[src/rtl/if_fetch_queue.sv]
// if_fetch_queue: instruction-fetch stage with an N-entry instruction queue.
// Owns the fetch PC, issues word-aligned fetches to the prefetch buffer and
// buffers {instruction, PC} pairs so that prefetch wait states and ID stalls
// are decoupled. MEM redirects take priority over ALU redirects.
// Optional feature macro: IF_THUMB_HALFWORD_EN (in thumb state, enqueue the
// selected halfword zero-extended instead of the full fetched word).
module if_fetch_queue #(
  parameter int ADDR_WIDTH   = 32,
  parameter int INSTR_WIDTH  = 32,
  parameter int QUEUE_DEPTH  = 4,
  parameter int PTR_WIDTH    = 2,
  parameter logic [ADDR_WIDTH-1:0] RESET_VECTOR = '0
) (
  input  logic                   clock,
  input  logic                   reset,
  output logic [ADDR_WIDTH-1:0]  out_InstructionAddress,
  output logic                   out_FetchRequest,
  input  logic [INSTR_WIDTH-1:0] in_Instruction,
  input  logic                   in_InstructionWait,
  input  logic                   in_ChangePC,
  input  logic [ADDR_WIDTH-1:0]  in_NewPC,
  input  logic                   in_MEMChangePC,
  input  logic [ADDR_WIDTH-1:0]  in_MEMNewPC,
  input  logic                   in_ThumbState,
  input  logic                   in_IDCanGo,
  output logic [INSTR_WIDTH-1:0] out_Instruction,
  output logic                   out_ValidInstruction,
  output logic [ADDR_WIDTH-1:0]  out_AddressGoWithInstruction,
  output logic [ADDR_WIDTH-1:0]  out_NextInstructionAddress,
  output logic [PTR_WIDTH:0]     out_QueueCount
);

  localparam logic [PTR_WIDTH:0] DEPTH_COUNT = (PTR_WIDTH+1)'(QUEUE_DEPTH);

  logic [ADDR_WIDTH-1:0]  pc;
  logic [PTR_WIDTH-1:0]   wrPtr;
  logic [PTR_WIDTH-1:0]   rdPtr;
  logic [PTR_WIDTH:0]     count;
  logic [INSTR_WIDTH-1:0] instrQueue [QUEUE_DEPTH];
  logic [ADDR_WIDTH-1:0]  addrQueue  [QUEUE_DEPTH];

  logic                   redirect;
  logic [ADDR_WIDTH-1:0]  redirectPc;
  logic                   accept;
  logic                   dequeue;
  logic [INSTR_WIDTH-1:0] enqueueData;
  logic [ADDR_WIDTH-1:0]  pcStep;

  // Redirect selection, fetch handshake and dequeue qualification.
  always_comb begin
    redirect   = in_MEMChangePC || in_ChangePC;
    redirectPc = in_MEMChangePC ? in_MEMNewPC : in_NewPC;
    // Request depends only on registered count, never on in_IDCanGo.
    out_FetchRequest = (count < DEPTH_COUNT) && !redirect;
    accept  = out_FetchRequest && !in_InstructionWait;
    dequeue = in_IDCanGo && (count != '0) && !redirect;
    pcStep  = in_ThumbState ? ADDR_WIDTH'(2) : ADDR_WIDTH'(4);
  end

  // Data written into the queue on an accepted fetch.
  always_comb begin
`ifdef IF_THUMB_HALFWORD_EN
    if (in_ThumbState)
      enqueueData = {{(INSTR_WIDTH-16){1'b0}},
                     (pc[1] ? in_Instruction[31:16] : in_Instruction[15:0])};
    else
      enqueueData = in_Instruction;
`else
    enqueueData = in_Instruction;
`endif
  end

  // PC, pointers and occupancy; reset beats redirect beats fetch/dequeue.
  always_ff @(posedge clock) begin
    if (reset) begin
      pc    <= RESET_VECTOR;
      wrPtr <= '0;
      rdPtr <= '0;
      count <= '0;
    end else if (redirect) begin
      pc    <= {redirectPc[ADDR_WIDTH-1:1], 1'b0};
      wrPtr <= '0;
      rdPtr <= '0;
      count <= '0;
    end else begin
      if (accept) begin
        pc    <= pc + pcStep;
        wrPtr <= wrPtr + 1'b1;
      end
      if (dequeue)
        rdPtr <= rdPtr + 1'b1;
      if (accept && !dequeue)
        count <= count + 1'b1;
      else if (!accept && dequeue)
        count <= count - 1'b1;
    end
  end

  // Queue storage; contents are don't-care while unoccupied, so no reset.
  always_ff @(posedge clock) begin
    if (!reset && !redirect && accept) begin
      instrQueue[wrPtr] <= enqueueData;
      addrQueue[wrPtr]  <= pc;
    end
  end

  // Output view of PC and queue head, zeroed while empty.
  always_comb begin
    out_InstructionAddress       = {pc[ADDR_WIDTH-1:2], 2'b00};
    out_NextInstructionAddress   = pc;
    out_QueueCount               = count;
    out_ValidInstruction         = (count != '0);
    out_Instruction              = out_ValidInstruction ? instrQueue[rdPtr] : '0;
    out_AddressGoWithInstruction = out_ValidInstruction ? addrQueue[rdPtr]  : '0;
  end

endmodule
[config.mk]
export PLATFORM = sky130hd
export DESIGN_NAME = if_fetch_queue
export DESIGN_NICKNAME = d
export VERILOG_FILES = /design/src/rtl/if_fetch_queue.sv
export SDC_FILE = /design/constraint.sdc
export NUM_CORES = 1
export LEC_CHECK = 0
export CAP_MARGIN = 40
export CELL_PAD_IN_SITES_DETAIL_PLACEMENT = 1
export CELL_PAD_IN_SITES_GLOBAL_PLACEMENT = 1
export CORE_MARGIN = 2
export CORE_UTILIZATION = 43
export CTS_CLUSTER_DIAMETER = 60
export CTS_CLUSTER_SIZE = 8
export DETAILED_ROUTE_END_ITERATION = 7
export GPL_TIMING_DRIVEN = 0
export PLACE_DENSITY_LB_ADDON = 0.1
export SLEW_MARGIN = 5
export SYNTH_ARGS = -nofsm -noshare
export SYNTH_HDL_FRONTEND = slang
export SYNTH_SLANG_ARGS = --single-unit
export TNS_END_PERCENT = 1
[constraint.sdc]
create_clock -name clock -period 4.5 [get_ports clock]
set_input_delay 1.125 -clock clock [delete_from_list [all_inputs] [get_ports clock]]
set_output_delay 1.125 -clock clock [all_outputs]
set_load 0.1 [all_outputs]
## Word level (Yosys, flattened, before mapping)

Memories as Yosys holds them, arrays and structs flattened. A register that Yosys moved wholly into a read port is not among the register bits.
Index checks and enable logic that the tools add are counted.

| cells by class | value |
|---|---|
| add/sub/neg operators | 5 |
| multipliers | 0 |
| div/mod/pow operators | 0 |
| magnitude comparators | 1 |
| equal/unequal tests | 0 |
| shifts and indexed selects | 0 |
| muxes and demuxes | 14 |
| bitwise operators | 0 |
| reduce and logical (&&, ||, !) cells | 18 |

Operator list:

| operator | number |
|---|---|
| 32-bit 2-to-1 mux | 5 |
| 32-bit by 3-bit adder with 32-bit output | 1 |
| 3-bit 2-to-1 mux | 3 |
| 1-bit logical AND | 8 |
| 2-bit 2-to-1 mux | 4 |
| 1-bit logical NOT | 5 |
| 2-bit by 1-bit adder with 2-bit output (second input constant) | 2 |
| 2-bit nonzero test | 2 |
| 3-bit by 1-bit adder with 3-bit output (second input constant) | 1 |
| 3-bit < comparator (second input constant) | 1 |
| 3-bit nonzero test | 1 |
| 3-bit by 1-bit subtractor with 3-bit output (second input constant) | 1 |
| 1-bit 2-to-1 mux | 2 |
| 2-bit OR reduction | 1 |
| 1-bit logical OR | 1 |

| storage, ports and cells | value |
|---|---|
| flip-flop bits (word level) | 39 |
| latch bits | 0 |
| memory bits (writable) | 256 |
| bits in read-only memories | 0 |
| input port bits | 103 |
| output and inout bits | 133 |
| word-level logic and storage cells | 45 |
| memories kept | 2 |

Memory list:

| name | words | bits a word | read ports | clocked after memory_dff | write ports | line | RTL |
|---|---|---|---|---|---|---|---|
| addrQueue | 4 | 32 | 1 | 1 | 1 | 40 | `logic [ADDR_WIDTH-1:0] addrQueue [QUEUE_DEPTH];` |
| instrQueue | 4 | 32 | 1 | 1 | 1 | 39 | `logic [INSTR_WIDTH-1:0] instrQueue [QUEUE_DEPTH];` |

## Longest topological paths before layout

| depth | value |
|---|---|
| word-level depth | 8 |
| depth in mapped cells | 10 |
| gate-level depth less buffers | 8 |

## Worst setup path before layout

OpenSTA, ideal clock, no wires.

| timing | value |
|---|---|
| path kind | flip-flop to output port |
| start | register count[2], in the netlist out_QueueCount[2] |
| end | output port out_AddressGoWithInstruction[22] |
| arrival time | 3.119 ns |
| required time | 3.375 ns |
| setup slack | 0.256 ns |
| cell stages (with the launch flop) | 4 |
| path through | dfxtp_1 > or3_1 > clkbuf_1 > and2_1 |

| on the way | value |
|---|---|
| cells in the longest elaborated chain, start to end | 2 |

Ends and longest elaborated chain:

| what | line | RTL |
|---|---|---|
| start, declared | 38 | `logic [PTR_WIDTH:0] count;` |
| start signal, assigned | 93 | `count <= count + 1'b1;` |
| start signal, assigned | 95 | `count <= count - 1'b1;` |
| 3-bit nonzero test | 112 | `out_ValidInstruction = (count != '0);` |
| named net out_ValidInstruction | 27 | `output logic out_ValidInstruction,` |
| 32-bit 2-to-1 mux | 114 | `out_AddressGoWithInstruction = out_ValidInstruction ? addrQueue[rdPtr] : '0;` |
| end, declared | 28 | `output logic [ADDR_WIDTH-1:0] out_AddressGoWithInstruction,` |

The timed path passes the listed nets, and every way through them passes these cells.

==> run summary <==
Layout Area Growth over Synthesis: 50.72%
Gr busiest metal: met2
Final Hold Fails: 0
Setup Skew: 13.48 ps
Crit-path max FO: 10
Min cycle time layout: 4346 ps
Largest net degree at the start of global routing: 50
Clk sinks: 292
H-tree depth: 2
Vias in the first global route: 9464
Fmax: 230.1 MHz
RSZ-0062 raised after global routing: yes
N_diodes: 0
Post-Synthesis Cells: 765
Clock transition at path regs: 50 ps
Layout net count: 1284
Antenna Nets Post-Route: 0
Max-cap violation count: 0
Sequential share of the synthesized area: 67.48%
Placed cell areas: 17530 sq um
# hold bufs at CTS: 0
Die Ht: 173.8 um
Worst hold path class: flop to flop
1st-pass router iterations: 5
Total track usage: 24.70%
#FFs+latches synth: 292
Initial core utilization: 43.44%
Synthesized cell area: 12400 sq um
Routed via count: 8495
Post-synthesis area per instance: 16.21 sq um
Post-CTS Setup Repair Bufs: 0
Iteration-0 DRC Markers: 576
Most common cell after layout, fill and taps aside: edfxtp_1
Number of fill cells: 2586
Met3 usage: 4.145%
Clock Tree Buf Depth: 3
Met2 Usage GRT: 44.06%
Root Driver: clkbuf_16
Pwr/cell area: 365.5 nW/um^2
Fin util: 65.47%
Req. time, crit path: 3380 ps
Peak VDD IR: 0.2501 mV
Antenna violations before repair: 0
Via density: 5.407
Pleak: 0.006449 uW
Final period utilization: 96.59%
Finished Layout Cells: 1571
Number of synthesized flops with an enable pin: 252
Fraction of registers with async set/reset: 0%
CP startpoint kind: flop
Max_slew headroom: 44.83%
DP HPWL: 25670 um
RePlAce Congestion: 0.8139
Final setup violation count: 0
Crit Path Category: flop to output pin
Post-route cell area: 18690 sq um
Row cnt: 62
Most common flop cell mapped by yosys: edfxtp_1
Total grt overflow: 0
Core Area: 28550 sq um
Worst slew pin tran: 824.5 ps
Number of buffers created by CTS: 42
Worst EP arrival: 3220 ps
WL final: 36980 um
Ports: 236
Fin. max-slew vios: 0
Crit end category: output pin
Netlist cell types: 65
CTS tree: yes
Synthesis Warnings: 0
Grt met1 use: 31.19%
Hold Slack: 515.4 ps
Commonest cells after routing, fill and taps aside: 252 x edfxtp_1, 227 x clkdlybuf4s50_1, 105 x buf_8, 65 x and2_1, 63 x mux4_2
Die area: 30210 sq um
DRC Markers: 0
# placed instances: 1513
Routed WL per cell: 23.54 um
Layout cell share with drive strength beyond 1: 26.12%
Status: finished clean
Die Wd: 173.8 um
Skew-Pair Late Insertion Delay: 520 ps
I/O Buffers: 227
First-pass GRT wire length: 56590 um
power by group:
part           internal [uW]  leakage [uW]  switching (uW)  total [uW]
clock network           1720      0.000563            1090        2810
registers               2980       0.00261            69.1        3050
logic                    389       0.00328             580         969
total                   5090       0.00645            1740        6830
worst max-delay path, cell delays in order (launching register included):
cell,delay (ps)
dfxtp_1,300
buf_1,510
clkbuf_1,630
mux4_2,420
and2_1,170
clkdlybuf4s50_1,470
buf_8,200
through the flow:
| step | setup WS, ps | setup TNS [ps] | power, uW |
|---|---|---|---|
| after floorplan | 256.3 | 0 | 3598 |
| final | 153.6 | 0 | 6831 |
| after detailed placement | 427.7 | 0 | 4070 |
| after global routing | -6.999 | -23.80 | 7021 |
| after global placement | -1430 | -345290 | 3864 |
| after CTS | 27.28 | 0 | 6886 |
cell usage after synthesis, drive strengths merged (9+ instances only):
| cell | number | area [sq um] |
|---|---|---|
| clkbuf | 30 | 112.6 |
| a21oi | 18 | 90.09 |
| o21ai | 14 | 70.06 |
| edfxtp | 252 | 7567 |
| xor2 | 9 | 78.83 |
| nor2 | 25 | 93.84 |
| a22oi | 13 | 97.59 |
| a211oi | 11 | 97.60 |
| xnor2 | 9 | 78.83 |
| inv | 11 | 41.29 |
| o22ai | 9 | 56.30 |
| and2 | 66 | 414.2 |
| mux4 | 63 | 1419 |
| nor3 | 9 | 45.04 |
| buf | 46 | 320.3 |
| nand3 | 16 | 85.08 |
| nand2 | 34 | 135.1 |
| nand4 | 12 | 96.34 |
| dfxtp | 40 | 800.8 |
kinds of logic after synthesis:
family,Yosys count,synth area share (%)
flops,292,67.48
buf+inv,87,3.824
compound gates,96,5.459
mux,69,11.93
simple gates,193,8.980
fa+ha+maj,9,1.029
xor+xnor,18,1.271
other cells,1,0.03024
metal layers:
layer | part of all wire [%] | vias to the layer above | wire length, um
met5 | 0 | - | 0
met1 | 41 | 4384 | 14980
met2 | 53 | 276 | 19510
met4 | 1.9 | 0 | 704
met3 | 4.8 | 50 | 1782
li1 | - | 3785 | -
timing repair:
action	CTS	global route
pin swaps	0	0
gates cloned	0	0
gates resized for setup	1	3
endpoints found under the setup margin	21	12
state kept, by name, summed over array words and instances, names as in the netlist, named ones only:
name                        flops
wrPtr                           2
addrQueue                     124
out_QueueCount                  3
out_NextInstructionAddress     31
instrQueue                    128
rdPtr                           2
final timing paths:
| check | startpoint | endpoint | slack, ps | cells after the start |
|---|---|---|---|---|
| max | flop | out_Instruction[1] | 150 | 6 |
| min | wrPtr[1] | wrPtr[1] | 520 | 2 |
| max reg2reg | out_NextInstructionAddress[1] | out_NextInstructionAddress[31] | 1750 | 9 |
| min reg2reg | wrPtr[1] | wrPtr[1] | 520 | 2 |
layout make-up:
type	count	area (sq um)	share of cell area, %
Clock buffer	56	1125	6.018
Tap cell	384	480.5	2.571
Buffer	75	431.7	2.310
Multi-Input combinational cell	389	3590	19.21
Inverter	11	41.29	0.2209
Timing Repair Buffer	361	4617	24.70
Clock inverter	3	37.54	0.2008
Sequential cell	292	8368	44.77
Note: power is estimated with default switching activity, not from simulation.
